File: config.mk
export PLATFORM = sky130hd
export DESIGN_NAME = toy_eu_forward_tag_gen
export DESIGN_NICKNAME = d
export VERILOG_FILES = /design/src/rtl/toy_eu_forward_tag_gen_pkg.sv /design/src/rtl/toy_eu_fwd_src_match.sv /design/src/rtl/toy_eu_forward_tag_gen.sv
export SDC_FILE = /design/constraint.sdc
export NUM_CORES = 2
export LEC_CHECK = 0
export ABC_AREA = 1
export ABC_CLOCK_PERIOD_IN_PS = 7000
export CELL_PAD_IN_SITES_DETAIL_PLACEMENT = 1
export CELL_PAD_IN_SITES_GLOBAL_PLACEMENT = 2
export CORE_ASPECT_RATIO = 0.6
export CORE_MARGIN = 3
export CORE_UTILIZATION = 31
export DETAILED_ROUTE_END_ITERATION = 8
export HOLD_SLACK_MARGIN = 0.08
export PLACE_DENSITY = 0.86
export SLEW_MARGIN = 20
export SYNTH_ARGS = -nofsm -noshare
export SYNTH_HDL_FRONTEND = slang
export SYNTH_SLANG_ARGS = --single-unit
export TNS_END_PERCENT = 100
File: constraint.sdc
create_clock -name clk -period 7 [get_ports clk]
set_input_delay 1.4 -clock clk [delete_from_list [all_inputs] [get_ports clk]]
set_output_delay 1.4 -clock clk [all_outputs]
set_load 0.05 [all_outputs]
File: src/rtl/toy_eu_forward_tag_gen_pkg.sv
// Purpose: shared sizes, forwarding codes and EU payload types for the issue-side forward tag generator.
// Latency: n/a (types and constants only).
// Backpressure: n/a.
package toy_eu_forward_tag_gen_pkg;

    localparam int EU_NUM    = 4;
    localparam int PREG_W    = 7;
    localparam int REG_WIDTH = 64;
    localparam int RF_WR_LAT = 2;
    localparam int ID_W      = $clog2(EU_NUM);

    // Where the EU-input mux takes the operand from.
    localparam logic [1:0] FWD_CYC_NEXT = 2'b10;  // EU result arrives next cycle
    localparam logic [1:0] FWD_CYC_NOW  = 2'b01;  // EU result is on the bus this cycle
    localparam logic [1:0] FWD_CYC_NONE = 2'b00;  // use the (possibly patched) payload value

    typedef struct packed {
        logic [1:0]      rs1_forward_cycle;
        logic [ID_W-1:0] rs1_forward_id;
        logic [1:0]      rs2_forward_cycle;
        logic [ID_W-1:0] rs2_forward_id;
        logic [1:0]      rs3_forward_cycle;
        logic [ID_W-1:0] rs3_forward_id;
    } fwd_pkg;

    typedef struct packed {
        logic [7:0]           uop;
        logic [5:0]           rob_id;
        logic [PREG_W-1:0]    rd_preg;
        logic [REG_WIDTH-1:0] reg_rs1_val;
        logic [REG_WIDTH-1:0] reg_rs2_val;
        logic [REG_WIDTH-1:0] reg_rs3_val;
        fwd_pkg               fwd_pld;
    } eu_pkg;

endpackage

File: src/rtl/toy_eu_fwd_src_match.sv
// Purpose: priority match of one source preg against pre-wakeup tags, live writebacks and writeback history.
// Latency: purely combinational.
// Backpressure: none; the result follows the inputs within the same cycle.
module toy_eu_fwd_src_match
    import toy_eu_forward_tag_gen_pkg::*;
(
    input  logic                                              rs_en,
    input  logic [PREG_W-1:0]                                 rs_preg,
    input  logic [REG_WIDTH-1:0]                              rf_val,
    input  logic                                              cancel_en,
    input  logic [EU_NUM-1:0]                                 pre_en,
    input  logic [EU_NUM-1:0][PREG_W-1:0]                     pre_preg,
    input  logic [EU_NUM-1:0]                                 wb_en,
    input  logic [EU_NUM-1:0][PREG_W-1:0]                     wb_preg,
    input  logic [EU_NUM-1:0][REG_WIDTH-1:0]                  wb_data,
    input  logic [RF_WR_LAT-1:0][EU_NUM-1:0]                  hist_vld,
    input  logic [RF_WR_LAT-1:0][EU_NUM-1:0][PREG_W-1:0]      hist_preg,
    input  logic [RF_WR_LAT-1:0][EU_NUM-1:0][REG_WIDTH-1:0]   hist_data,
    output logic [1:0]                                        fwd_cycle,
    output logic [ID_W-1:0]                                   fwd_id,
    output logic [REG_WIDTH-1:0]                              fwd_val,
    output logic                                              hit_pre
);

    logic                 src_live;
    logic                 pre_hit;
    logic [ID_W-1:0]      pre_id;
    logic                 wb_hit;
    logic [ID_W-1:0]      wb_id;
    logic [REG_WIDTH-1:0] wb_val;
    logic                 h_hit;
    logic [REG_WIDTH-1:0] h_val;

    // preg 0 is the hard-zero register and never takes a forwarded value.
    assign src_live = rs_en && (rs_preg != '0);

    // Per-level first match; lowest EU index wins, and for history the youngest stage wins.
    always_comb begin
        pre_hit = 1'b0;
        pre_id  = '0;
        wb_hit  = 1'b0;
        wb_id   = '0;
        wb_val  = '0;
        h_hit   = 1'b0;
        h_val   = '0;
        for (int i = 0; i < EU_NUM; i++) begin
            if (!pre_hit && pre_en[i] && (pre_preg[i] == rs_preg)) begin
                pre_hit = 1'b1;
                pre_id  = ID_W'(i);
            end
            if (!wb_hit && wb_en[i] && (wb_preg[i] == rs_preg)) begin
                wb_hit = 1'b1;
                wb_id  = ID_W'(i);
                wb_val = wb_data[i];
            end
        end
        for (int k = 0; k < RF_WR_LAT; k++) begin
            for (int i = 0; i < EU_NUM; i++) begin
                if (!h_hit && hist_vld[k][i] && (hist_preg[k][i] == rs_preg)) begin
                    h_hit = 1'b1;
                    h_val = hist_data[k][i];
                end
            end
        end
    end

    // Youngest producer wins: pre tag, then live writeback, then history; cancelled pre tags drop out.
    always_comb begin
        fwd_cycle = FWD_CYC_NONE;
        fwd_id    = '0;
        fwd_val   = rf_val;
        if (src_live) begin
            if (pre_hit && !cancel_en) begin
                fwd_cycle = FWD_CYC_NEXT;
                fwd_id    = pre_id;
            end else if (wb_hit) begin
                fwd_cycle = FWD_CYC_NOW;
                fwd_id    = wb_id;
                fwd_val   = wb_val;
            end else if (h_hit) begin
                fwd_val   = h_val;
            end
        end
    end

    assign hit_pre = src_live && pre_hit;

endmodule

File: src/rtl/toy_eu_forward_tag_gen.sv
// Purpose: fill forwarding tags for issued ops and patch operands the regfile cannot see yet.
// Latency: issue path combinational; writeback history is RF_WR_LAT register stages per EU.
// Backpressure: none; eu_en drops when cancel_en kills the issue, history keeps shifting regardless.
module toy_eu_forward_tag_gen
    import toy_eu_forward_tag_gen_pkg::*;
(
    input  logic                               clk,
    input  logic                               rst_n,
    input  logic                               cancel_en,
    input  logic [EU_NUM-1:0]                  eu_pre_en,
    input  logic [EU_NUM-1:0][PREG_W-1:0]      eu_pre_preg,
    input  logic [EU_NUM-1:0]                  eu_wb_en,
    input  logic [EU_NUM-1:0][PREG_W-1:0]      eu_wb_preg,
    input  logic [EU_NUM-1:0][REG_WIDTH-1:0]   v_forward_data,
    input  logic                               iss_en,
    input  eu_pkg                              iss_pld,
    input  logic [2:0]                         iss_rs_en,
    input  logic [2:0][PREG_W-1:0]             iss_rs_preg,
    output logic                               eu_en,
    output eu_pkg                              eu_pld,
    output logic                               pre_cancel_hit
);

    // Stage 0 holds h[1] (written last cycle); the last stage is about to become RF-visible.
    logic [RF_WR_LAT-1:0][EU_NUM-1:0]                hist_vld_q, hist_vld_d;
    logic [RF_WR_LAT-1:0][EU_NUM-1:0][PREG_W-1:0]    hist_preg_q, hist_preg_d;
    logic [RF_WR_LAT-1:0][EU_NUM-1:0][REG_WIDTH-1:0] hist_data_q, hist_data_d;

    logic [2:0][REG_WIDTH-1:0] rf_val;
    logic [2:0][1:0]           m_cycle;
    logic [2:0][ID_W-1:0]      m_id;
    logic [2:0][REG_WIDTH-1:0] m_val;
    logic [2:0]                m_hit_pre;

    // Shift the writeback history; writes to preg 0 are never recorded.
    always_comb begin
        hist_vld_d  = hist_vld_q;
        hist_preg_d = hist_preg_q;
        hist_data_d = hist_data_q;
        for (int i = 0; i < EU_NUM; i++) begin
            hist_vld_d[0][i]  = eu_wb_en[i] && (eu_wb_preg[i] != '0);
            hist_preg_d[0][i] = eu_wb_preg[i];
            hist_data_d[0][i] = v_forward_data[i];
        end
        for (int k = 1; k < RF_WR_LAT; k++) begin
            hist_vld_d[k]  = hist_vld_q[k-1];
            hist_preg_d[k] = hist_preg_q[k-1];
            hist_data_d[k] = hist_data_q[k-1];
        end
    end

    // History registers; not flushed by cancel because writebacks are final.
    always_ff @(posedge clk or negedge rst_n) begin
        if (!rst_n) begin
            hist_vld_q  <= '0;
            hist_preg_q <= '0;
            hist_data_q <= '0;
        end else begin
            hist_vld_q  <= hist_vld_d;
            hist_preg_q <= hist_preg_d;
            hist_data_q <= hist_data_d;
        end
    end

    assign rf_val[0] = iss_pld.reg_rs1_val;
    assign rf_val[1] = iss_pld.reg_rs2_val;
    assign rf_val[2] = iss_pld.reg_rs3_val;

    for (genvar s = 0; s < 3; s++) begin : g_src
        toy_eu_fwd_src_match u_match (
            .rs_en     (iss_rs_en[s]),
            .rs_preg   (iss_rs_preg[s]),
            .rf_val    (rf_val[s]),
            .cancel_en (cancel_en),
            .pre_en    (eu_pre_en),
            .pre_preg  (eu_pre_preg),
            .wb_en     (eu_wb_en),
            .wb_preg   (eu_wb_preg),
            .wb_data   (v_forward_data),
            .hist_vld  (hist_vld_q),
            .hist_preg (hist_preg_q),
            .hist_data (hist_data_q),
            .fwd_cycle (m_cycle[s]),
            .fwd_id    (m_id[s]),
            .fwd_val   (m_val[s]),
            .hit_pre   (m_hit_pre[s])
        );
    end

    // Copy the issued payload and overwrite only operand values and forwarding tags.
    always_comb begin
        eu_pld                           = iss_pld;
        eu_pld.reg_rs1_val               = m_val[0];
        eu_pld.reg_rs2_val               = m_val[1];
        eu_pld.reg_rs3_val               = m_val[2];
        eu_pld.fwd_pld.rs1_forward_cycle = m_cycle[0];
        eu_pld.fwd_pld.rs1_forward_id    = m_id[0];
        eu_pld.fwd_pld.rs2_forward_cycle = m_cycle[1];
        eu_pld.fwd_pld.rs2_forward_id    = m_id[1];
        eu_pld.fwd_pld.rs3_forward_cycle = m_cycle[2];
        eu_pld.fwd_pld.rs3_forward_id    = m_id[2];
    end

    assign eu_en          = iss_en && !cancel_en;
    assign pre_cancel_hit = iss_en && cancel_en && (|m_hit_pre);

endmodule

# Word-level counts from Yosys, hierarchy flattened
# Index checks and enable logic that the tools add are counted.
# Widths: inputs -> output; s select.
dict set report classes {
  n_reduce_logical 151
  div_mod_pow 0
  addsub 0
  bitwise 0
  order_cmp 0
  eq_ne 48
  mux 132
  multipliers 0
  shifts 0
}
# op n
set op_table {}
lappend op_table {{$mux 64} 48}
lappend op_table {{$eq 7x7->1} 48}
lappend op_table {{$logic_and 1x1->1} 103}
lappend op_table {{$mux 1} 57}
lappend op_table {{$mux 2} 27}
lappend op_table {{$reduce_bool 7->1} 7}
lappend op_table {{$logic_not 1->1} 40}
lappend op_table {{$reduce_or 3->1} 1}
dict set report totals {
  output_inout_bits 227
  romBits 0
  input_bits 573
  latchBits 0
  word_cells 349
  register_bits 576
  memories 0
  ram_bits 0
}

# Logic depth before layout (Yosys ltp)
dict set report logic_depth {
  word_depth 35
  depth_mapped 21
  ltp_nobuf 20
}

# By module
# A second synthesis with hierarchy kept.
dict set report unflattened {
  cells_unflattened 6917
  hier_area_um2 43483.0
}
# mod instances cells_each seq_area_each_um2 area_each_um2
set by_module_without_submodules {}
lappend by_module_without_submodules {toy_eu_fwd_src_match 3 2093 0.0 9585.4}
lappend by_module_without_submodules {toy_eu_forward_tag_gen 1 638 14413.8 14726.6}

# Worst setup path after synthesis
# No wires, ideal clock.
dict set report synth_path {
  kind {input to output}
  startpoint {input iss_rs_preg[9] (netlist bit)}
  endpoint {output eu_pld[136] (netlist bit)}
  arrival_ns 3.967
  n_path_buf 3
  stages 14
  t_required_ns 5.600
  setup_slack_ns 1.633
  cell_sequence {buf_4 -> inv_1 -> nand2_1 -> a22oi_1 -> nand2_1 -> nor2_1 -> nand2_1 -> buf_2 -> buf_2 -> o22ai_1 -> a21oi_1 -> nand3_1 -> nor3_1 -> o21ai_0}
}
# element line
set synth_lines {}
lappend synth_lines {{from (decl)} toy_eu_forward_tag_gen.sv:18} ;# input logic [2:0][PREG_W-1:0] iss_rs_preg,
lappend synth_lines {{to (decl)} toy_eu_forward_tag_gen.sv:20} ;# output eu_pkg eu_pld,

==> summary.txt <==
Clock network
  – Clk slew on worst S/H paths: 0.07 ns
  – Number of buffers between clock root and the deepest sink: 3
  – TritonCTS clock tree: built
  – Depth of the CTS H-tree: 2
  – Cell at the root of the clock tree: clkbuf_16
  – Inserted Clock Buffers: 60
  – Sink Count: 576
  – Number of gates resized after cts: 0
  – Worst-Skew Late Latency: 0.70 ns
  – Number of buffers added for setup after CTS: 0
  – CTS hold repair buffers: 0

Worst setup path
  – Worst setup EP type: output pin
  – Data arrival time at the worst-slack endpoint: 5.57 ns
  – CP Class: input pin to output pin
  – Crit path max fanout: 8
  – Critical Path Start Type: input pin
  – Data required time of the worst path: 5.60 ns

Synthesis
  – Most frequent cell after synthesis: nor2_1
  – Dominant synthesized flop cell: dfrtp_1
  – Synth Warn #: 0
  – Netlist area before placement: 43730 um2
  – Count of unique library cells instantiated by Yosys: 63
  – Ranking of synthesized cells by instance count: 1454 x nor2_1, 1332 x nand2_1, 862 x inv_1, 576 x dfrtp_1, 420 x nand3_1
  – Number of enable flip-flop cells after synthesis: 0
  – Leading area contributor after synthesis: dfrtp_1
  – Area share of the leading cell type in the synthesized netlist: 0.3296
  – Synthesized net count: 7508
  – Area contributors post-synth: dfrtp_1 33%, nor2_1 12%, nand2_1 11%, inv_1 7.4%, o22ai_1 5.7%
  – Share of flip-flops with an asynchronous set or reset: 1.000
  – Cells after Synth: 6935
  – Seq/Total Area, Yosys: 0.3296
  – Average cell area after synthesis: 6.305 um2
  – Yosys reg bits: 576

STA
  – Post-Route Skew: 0.02904 ns
  – Transition time at the pin with the least slew margin: 1.099 ns
  – Number of hold-slack violations in the final timing report: 0
  – Time the worst path needs with I/O delays and setup: 6.973 ns
  – Post-route setup TNS: 0 ns
  – Highest Clock Rate: 143.4 MHz
  – Min setup slack post-route: 0.02693 ns
  – Final number of setup-violating endpoints: 0
  – Unrepaired setup endpoints after global routing: no
  – Relative slew slack: 0.2673
  – Share of the clock period used by the worst path: 0.9962
  – Final number of max-transition violations: 0

Global route
  – Wire length of the first global-routing pass: 455500 um
  – Via count of the first global-routing pass: 58006
  – Overall fraction of global-route tracks in use: 0.4385
  – Number of antenna violations at the first check in global routing: 38
  – GRT overflow: 0
  – Largest net degree at the start of global routing: 142

Pwr
  – Peak supply drop: 0.0002045 V
  – Total power consumption of the routed design: 10240 uW
  – Leakage power: 0.02845 uW
  – Power per Cell Area: 172.2 nW/um2

Drt
  – Mean number of vias per cell: 6.006
  – DR vias: 58560
  – Post-detailed-route count of antenna-violating nets: 0
  – TritonRoute pass-1 iters: 6
  – Initial drt markers: 8242
  – WL final: 332900 um
  – Routed len/inst: 34.14 um
  – Total DRC errors in the routed layout: 0

Hold path
  – Worst min-delay path category: register to register

Placement
  – Final Wtd Congestion: 1.037
  – Pre-CTS setup slack: 0.2865 ns
  – IO buf count: 745
  – Final HPWL DP: 245200 um
  – Cell total after placement: 9606

Floorplanning
  – DIE AREA: 145700 um2
  – Num ports: 800
  – Number of rows created at floorplan: 106
  – Die Height: 296.9 um
  – DIE WIDTH: 490.9 um
  – Core Region: 139700 um2
  – Effective utilization at floorplan: 0.3131

Job
  – # Max-Cap Violations: 0

Cells and area
  – Footprint of the flip-flops and latches: 14420 um2
  – Multi-input gate area in the final layout: 24160 um2
  – Post-synthesis to final-layout area growth: 35.89%
  – Number of fillers in the final layout: 17751
  – Share of cells above drive strength 1: 0.1175
  – Final net count: 8352
  – Post-route insts no fill: 9750

Status
  – Result of the run: complete, no violations
worst max-delay path, stage by stage:
cell and delay, ns:
clkdlybuf4s50_1 0.92, inv_1 0.20, o22ai_1 0.20, nor2_1 0.07
nand2_1 0.06, nor2_1 0.04, buf_4 0.20, a21oi_2 0.15
buf_4 0.19, nand3_4 0.31, inv_1 0.62, buf_4 0.36
nand2_1 0.09, nand2_1 0.08, nor2_1 0.04, a21oi_1 0.35
buf_4 0.27
per-stage QoR:
step                      hold slack [ns]  instance area, um2    util
after floorplan                    0.3487               43730       -
after global placement             0.3582               57160  0.4093
after detailed placement           0.3613               57160  0.4093
after CTS                          0.3762               59320  0.4247
after global routing               0.3810               59380  0.4252
final                              0.3750               59420  0.4255
final cells by class:
type	instances	area share
multi-input combinational	5039	0.4066
sequential	576	0.2426
timing repair buffer	1198	0.2162
inverter	904	0.05725
tap	1890	0.03980
clock buffer	78	0.02845
clock inverter	34	0.007770
antenna	31	0.001305
power by group:
| group | internal [uW] | switching (uW) |
|---|---|---|
| clock network | 2040 | 1670 |
| logic | 988 | 1870 |
| registers | 3500 | 178 |
routing by layer:
layer / vias to the layer above / wire length (um) / part of all wire / track usage
li1: 24268 / - / - / -
met1: 29023 / 137200 / 0.41 / 0.6070
met2: 4399 / 130700 / 0.39 / 0.6031
met3: 854 / 48520 / 0.15 / 0.1627
met4: 16 / 16300 / 0.049 / 0.1913
met5: - / 104 / 0.00031 / 0
kinds of logic (layout without fill, tap and decap cells):
kind of cell | Yosys count | in the layout | share of synthesized area
buf+inv | 1320 | 2214 | 0.1260
other cells | 0 | 31 | 0
flops | 576 | 576 | 0.3296
simple gates | 3650 | 3650 | 0.3549
xor+xnor | 120 | 120 | 0.02438
compound gates | 1269 | 1269 | 0.1651
state kept, by name (all words and copies together), names as in the netlist:
register	count
hist_vld_q	4
hist_vld_d	4
hist_data_d	256
hist_preg_d	28
hist_data_q	256
hist_preg_q	28
placed cells by master, fill, tap and decap left out, drive strengths merged, types with 222 or more instances in the layout:
cell,n
o22ai,397
nand3,430
buf,658
nand4,222
inv,899
nor2,1470
dfrtp,576
a21oi,352
clkdlybuf4s50,540
nand2,1348
o21ai,398
final timing paths:
check | start | to | slack, ns | depth (start not counted)
setup / recovery | eu_wb_preg[11] | eu_pld[42] | 0.03 | 17
hold / removal | hist_data_d[296] | hist_data_q[296] | 0.38 | 0
setup reg to reg | hist_vld_d[6] | hist_vld_q[6] | 6.07 | 1
hold reg to reg | hist_data_d[296] | hist_data_q[296] | 0.38 | 0
max in group asynchronous | rst_n | hist_preg_q[53] | 4.82 | 2
min in group asynchronous | rst_n | hist_data_d[287] | 0.65 | 1
Note: power is estimated with default switching activity, not from simulation.
